--- config.mk ---
export PLATFORM = sky130hd
export DESIGN_NAME = ir_key_event
export DESIGN_NICKNAME = d
export VERILOG_FILES = /design/src/rtl/ir_pkg.sv /design/src/rtl/ir_cycle_timer.sv /design/src/rtl/ir_key_event.sv
export SDC_FILE = /design/constraint.sdc
export NUM_CORES = 1
export LEC_CHECK = 0
export ABC_AREA = 1
export ABC_CLOCK_PERIOD_IN_PS = 4400
export CAP_MARGIN = 20
export CORE_ASPECT_RATIO = 0.5
export CORE_UTILIZATION = 30
export DETAILED_ROUTE_END_ITERATION = 10
export SETUP_SLACK_MARGIN = 0.2
export SYNTH_ARGS = -nofsm -noshare
export SYNTH_HDL_FRONTEND = slang
export SYNTH_SLANG_ARGS = --single-unit
--- constraint.sdc ---
create_clock -name clk_in -period 4.4 [get_ports clk_in]
set_input_delay 0.44 -clock clk_in [delete_from_list [all_inputs] [get_ports clk_in]]
set_output_delay 0.44 -clock clk_in [all_outputs]
set_load 0.01 [all_outputs]
--- src/rtl/ir_pkg.sv ---
// ir_pkg: shared types, NEC frame field positions and the frame integrity check.
package ir_pkg;
    typedef enum logic [1:0] {IDLE, PRESSED, HELD, SWAP} key_state_t;
    localparam int ADDR_LSB  = 0;
    localparam int NADDR_LSB = 8;
    localparam int CMD_LSB   = 16;
    localparam int NCMD_LSB  = 24;
    function automatic logic nec_frame_ok(input logic [31:0] code);
        return ((code[ADDR_LSB +: 8] ^ code[NADDR_LSB +: 8]) == 8'hFF) &&
               ((code[CMD_LSB +: 8] ^ code[NCMD_LSB +: 8]) == 8'hFF);
    endfunction
endpackage

--- src/rtl/ir_cycle_timer.sv ---
// ir_cycle_timer: saturating cycle counter; done_out once MAX cycles have elapsed since restart.
module ir_cycle_timer #(
    parameter int MAX = 100
) (
    input  logic clk_in,
    input  logic rst_in,
    input  logic restart_in,
    input  logic en_in,
    output logic done_out
);
    localparam int W = $clog2(MAX + 1);
    localparam logic [W-1:0] MAX_V = W'(MAX);
    logic [W-1:0] cnt_q, cnt_d;
    // The restart cycle itself counts as the first elapsed cycle.
    always_comb cnt_d = restart_in ? W'(1) : (en_in && cnt_q != MAX_V) ? cnt_q + 1'b1 : cnt_q;
    always_ff @(posedge clk_in) cnt_q <= rst_in ? '0 : cnt_d;
    assign done_out = cnt_q == MAX_V;
endmodule

--- src/rtl/ir_key_event.sv ---
// ir_key_event: turns decoded NEC frames and repeat strobes into press/release/auto-repeat key events.
module ir_key_event
    import ir_pkg::*;
#(
    parameter int          RELEASE_CYCLES = 11_000_000,
    parameter int          HOLD_CYCLES    = 50_000_000,
    parameter int          REPEAT_CYCLES  = 10_000_000,
    parameter bit          FILTER_EN      = 1'b0,
    parameter logic [7:0]  ADDR_FILTER    = 8'h00
) (
    input  logic        clk_in,
    input  logic        rst_in,
    input  logic [31:0] code_in,
    input  logic        code_valid_in,
    input  logic        repeat_in,
    output logic [7:0]  key_out,
    output logic        press_out,
    output logic        release_out,
    output logic        repeat_out,
    output logic        held_out,
    output logic        frame_err_out,
    output logic [7:0]  err_count_out
);
    key_state_t state_q, state_d;
    logic [7:0] key_q, key_d, pend_q, pend_d, err_q, err_d;
    logic press_q, press_d, release_q, release_d, rpt_q, rpt_d, held_q, held_d, ferr_q, ferr_d;
    logic rel_restart, hold_restart, rep_restart, rel_done, hold_done, rep_done;
    logic [7:0] cmd;
    logic frame_ok, accept, refresh;

    assign cmd      = code_in[CMD_LSB +: 8];
    assign frame_ok = nec_frame_ok(code_in);
    assign accept   = code_valid_in && frame_ok && (!FILTER_EN || code_in[ADDR_LSB +: 8] == ADDR_FILTER);
    // A frame strobe always takes precedence, so a simultaneous repeat strobe never refreshes.
    assign refresh  = code_valid_in ? (accept && cmd == key_q) : repeat_in;

    ir_cycle_timer #(.MAX(RELEASE_CYCLES)) u_release (
        .clk_in(clk_in), .rst_in(rst_in), .restart_in(rel_restart),
        .en_in(state_q == PRESSED || state_q == HELD), .done_out(rel_done)
    );
    ir_cycle_timer #(.MAX(HOLD_CYCLES)) u_hold (
        .clk_in(clk_in), .rst_in(rst_in), .restart_in(hold_restart),
        .en_in(state_q == PRESSED), .done_out(hold_done)
    );
    ir_cycle_timer #(.MAX(REPEAT_CYCLES)) u_repeat (
        .clk_in(clk_in), .rst_in(rst_in), .restart_in(rep_restart),
        .en_in(state_q == HELD), .done_out(rep_done)
    );

    always_comb begin
        state_d      = state_q;
        key_d        = key_q;
        pend_d       = pend_q;
        press_d      = 1'b0;
        release_d    = 1'b0;
        rpt_d        = 1'b0;
        held_d       = held_q;
        rel_restart  = 1'b0;
        hold_restart = 1'b0;
        rep_restart  = 1'b0;
        ferr_d       = code_valid_in && !frame_ok;
        err_d        = (ferr_d && err_q != 8'hFF) ? err_q + 8'd1 : err_q;
        case (state_q)
            IDLE: begin
                if (accept) begin
                    key_d        = cmd;
                    press_d      = 1'b1;
                    state_d      = PRESSED;
                    rel_restart  = 1'b1;
                    hold_restart = 1'b1;
                end
            end
            PRESSED, HELD: begin
                if (accept && cmd != key_q) begin
                    pend_d    = cmd;
                    release_d = 1'b1;
                    held_d    = 1'b0;
                    state_d   = SWAP;
                end else if (!refresh && rel_done) begin
                    release_d = 1'b1;
                    held_d    = 1'b0;
                    state_d   = IDLE;
                end else begin
                    rel_restart = refresh;
                    if (state_q == PRESSED && hold_done) begin
                        state_d     = HELD;
                        held_d      = 1'b1;
                        rpt_d       = 1'b1;
                        rep_restart = 1'b1;
                    end
                    if (state_q == HELD && rep_done) begin
                        rpt_d       = 1'b1;
                        rep_restart = 1'b1;
                    end
                end
            end
            default: begin
                key_d        = pend_q;
                press_d      = 1'b1;
                state_d      = PRESSED;
                rel_restart  = 1'b1;
                hold_restart = 1'b1;
            end
        endcase
    end

    always_ff @(posedge clk_in) begin
        if (rst_in) begin
            state_q   <= IDLE;
            key_q     <= '0;
            pend_q    <= '0;
            err_q     <= '0;
            press_q   <= 1'b0;
            release_q <= 1'b0;
            rpt_q     <= 1'b0;
            held_q    <= 1'b0;
            ferr_q    <= 1'b0;
        end else begin
            state_q   <= state_d;
            key_q     <= key_d;
            pend_q    <= pend_d;
            err_q     <= err_d;
            press_q   <= press_d;
            release_q <= release_d;
            rpt_q     <= rpt_d;
            held_q    <= held_d;
            ferr_q    <= ferr_d;
        end
    end

    assign key_out       = key_q;
    assign press_out     = press_q;
    assign release_out   = release_q;
    assign repeat_out    = rpt_q;
    assign held_out      = held_q;
    assign frame_err_out = ferr_q;
    assign err_count_out = err_q;
endmodule
==> metrics.md <==
| Metric | Value |
|---|---|
| Status | finished, final reports clean |
| Via count | 6,167 |
| Port bufs | 56 |
| Setup WS pre-CTS | 1546 ps |
| # setup viols final | 0 |
| Mapped cell area | 6406 µm² |
| Slew Viols, Final | 0 |
| HP Start | pend_q[1]$_SDFFE_PP0P_ |
| Vias in the first global route | 5,714 |
| Min setup slack post-route | 1944 ps |
| Post-CTS setup buffers | 0 |
| First drt pass iteration count | 6 |
| Worst skew pair latency | 360 ps |
| Total wire length | 15.43 mm |
| Power density over the cells | 334.3 nW/µm² |
| Worst setup SP type | flip-flop |
| Post-synthesis mux area share | 0% |
| Placer Congestion | 0.9110 |
| Worst EP arrival | 2690 ps |
| FMAX | 407.1 MHz |
| Max Cap Viol | 0 |
| Simple-Gate Fraction of Synth Area | 37.79% |
| DR vias/cell | 4.758 |
| Lkg Pwr | 0.002707 µW |
| Setup TNS | 0 ps |
| Core area | 20,740 µm² |
| Area Growth Syn to Fin | 16.37% |
| Post-synthesis sequential area ratio | 32.81% |
| Register-to-Register Path Depth | 9 |
| Worst Tran Pin Value | 772.6 ps |
| Post-synth EDFFs | 0 |
| Site Rows | 37 |
| Initial core utilization | 30.89% |
| Clk_skew | 13.82 ps |
| Cell variety after synth | 44 |
| Initial antenna violation count | 0 |
| Reg2reg setup slack | 1940 ps |
| Die X | 208.7 µm |
| Area taken by multi-input logic gates | 3659 µm² |
| RSZ-0062 raised after global routing | false |
| Period Utilization, post-route | 55.83% |
| CTS tree | done |
| # fillers | 2,248 |
| Global-route wire length before repair | 26.53 mm |
| Deepest clock path buffer count | 2 |
| Max IR drop VDD | 0.1937 mV |
| Worst hold endpoint | pend_q[1]$_SDFFE_PP0P_ |
| H-tree depth | 3 |
| Crit-path max FO | 22 |
| Worst r2r src | state_q[0]$_SDFFE_PP0P_ |
| Fraction of registers with async set/reset | 0% |
| Post-Synth Adder-Cell Area | 2.148% |
| Synth Area in XOR/XNOR | 6.562% |
| CP endpoint kind | flip-flop |
| Main combinational cell family by area after synthesis | simple AND/OR/NAND/NOR gates |
| I/O pin total | 57 |
| Slew headroom | 48.43% |
| FF+latch area | 2102 µm² |
| Global route overflow | 0 |
| Worst EP required | 4630 ps |
| Post-layout min period | 2456 ps |
| Die Y | 105.3 µm |
| CP Class | reg2reg |
| Worst min path class | reg2reg |
| Root buf cell | clkbuf_16 |
| Clk sinks | 105 |
| Seq cells post-synth | 105 |
| Final Hold Fails | 0 |
| Mapped Avg Cell Area | 6.591 µm² |
| Clk slew on worst S/H paths | 70 ps |
| Total clock buffers created by CTS | 9 |
| NumNets Final | 1,065 |
| Detailed Route Iter0 Violations | 463 |
| Share of post-route cells with drive strength above 1 | 5.963% |
| Die area | 21,980 µm² |
| Worst flop-to-flop path endpoint | u_release.cnt_q[21]$_SDFFE_PP0P_ |
| Drt drc | 0 |
| Largest net degree at the start of global routing | 27 |
| Cells after synthesis | 972 |
| Post-cts sizing count | 0 |
| Worst Hold Depth | 2 |
| Post-synth net total | 1,019 |
| GRT Total Usage | 14.50% |
| Synth Warn # | 0 |
| Antenna viol nets, final | 0 |
| Synth Area in Compound Gates | 10.61% |
| HPWL after DPL | 11.51 mm |
| Dominant synthesized flop cell | dfxtp_1 |
| Hold Buf Count CTS | 0 |
| Drt wl/cell | 11.90 µm |
| Inserted Diodes | 0 |
power breakdown:
group | switching [µW] | internal [µW]
Clock | 388 | 396
Combinational | 445 | 214
Sequential | 50.0 | 1000
Total | 883 | 1610
how the worst max path moves through the flow:
stage                       startpoint                                to  slack, ps
2_1_floorplan               code_in[7]   u_release.cnt_q[4]$_SDFFE_PP0P_       2640
3_3_place_gp                    rst_in     u_hold.cnt_q[10]$_SDFFE_PP0P_       1630
3_5_place_dp                    rst_in     u_hold.cnt_q[10]$_SDFFE_PP0P_       1550
4_1_cts        state_q[0]$_SDFFE_PP0P_  u_release.cnt_q[21]$_SDFFE_PP0P_       1930
5_1_grt                         rst_in      u_hold.cnt_q[6]$_SDFFE_PP0P_       1620
6_report       state_q[0]$_SDFFE_PP0P_  u_release.cnt_q[21]$_SDFFE_PP0P_       1940
registers in the layout, indices dropped and copies added, names as in the netlist:
register and count:
state_q 2, u_hold.cnt_q 26, press_out 1, frame_err_out 1
u_release.cnt_q 24, repeat_out 1, pend_q 8, err_count_out 8
key_out 8, u_repeat.cnt_q 24, release_out 1, held_out 1
cells in the mapped netlist, types with 4 or more instances:
| library cell | number | area (µm²) |
|---|---|---|
| o21ai_0 | 36 | 180.2 |
| nand2_2 | 8 | 50.05 |
| xnor2_1 | 4 | 35.03 |
| a21oi_2 | 10 | 87.58 |
| nand4_1 | 40 | 250.2 |
| nand2_1 | 217 | 814.5 |
| xor2_1 | 44 | 385.4 |
| a21oi_1 | 64 | 320.3 |
| nor3b_1 | 4 | 30.03 |
| buf_2 | 6 | 30.03 |
| nor2_1 | 143 | 536.8 |
| nor3_1 | 42 | 210.2 |
| nand3_1 | 38 | 190.2 |
| ha_1 | 11 | 137.6 |
| buf_6 | 4 | 45.04 |
| nor4_1 | 14 | 87.58 |
| clkbuf_1 | 7 | 26.28 |
| inv_2 | 8 | 30.03 |
| dfxtp_1 | 105 | 2102 |
| inv_1 | 127 | 476.7 |
critical path: stages (launching register included):
cell     delay (ps)
dfxtp_1         390
inv_1            80
ha_1            570
nand2_2         310
inv_2           390
nand2_1         180
nor2_1          200
nand3_1          90
nand2_1          80
nor2_1           40
layout make-up:
class                   count  share of cell area (%)
clock buffers               9                   3.021
clock inverters             7                  0.8056
inverters                 135                   6.798
multi-input cells         711                   49.08
flip-flops and latches    105                   28.20
well taps                 273                   4.582
repair buffers             56                   7.519
through the flow:
stage	util [%]	total power [µW]	cells	hold slack, ps	instance area (µm²)
2_1_floorplan	-	1535	972	424.5	6406
3_3_place_gp	34.57	1728	1280	434.8	7169
3_5_place_dp	34.57	1733	1280	441.4	7169
4_1_cts	35.94	2526	1296	453.4	7455
5_1_grt	35.94	2651	1296	469.3	7455
6_report	35.94	2492	1296	456.0	7455
cell families after synthesis:
family                   after synthesis
AO/OA/AOI/OAI                        122
XOR/XNOR                              48
buffers and inverters                156
flip-flops                           105
adder cells (fa/ha/maj)               11
AND/OR/NAND/NOR                      530
layer usage:
| metal | global-route usage [%] | part of all wire, % |
|---|---|---|
| met1 | 20.27 | 51 |
| met3 | 2.861 | 3.8 |
| met4 | 3.624 | 0.88 |
| met2 | 22.77 | 44 |
| met5 | 0 | 0 |
layout by cell type (no fill, tap or decap), types with 4 or more instances in the layout:
cell | Yosys | routed
o21ai_0 | 36 | 36
nand2_1 | 217 | 217
nand4_1 | 40 | 40
ha_1 | 11 | 11
nand3_1 | 38 | 38
clkdlybuf4s50_1 | 0 | 56
nor2_1 | 143 | 143
a21oi_2 | 10 | 10
dfxtp_1 | 105 | 105
nor3_1 | 42 | 42
nor4_1 | 14 | 14
xnor2_1 | 4 | 4
xor2_1 | 44 | 44
inv_2 | 8 | 8
nor3b_1 | 4 | 4
inv_1 | 127 | 127
nand2_2 | 8 | 8
clkbuf_16 | 0 | 9
a21oi_1 | 64 | 64
Power figures use the tool's default switching activity.
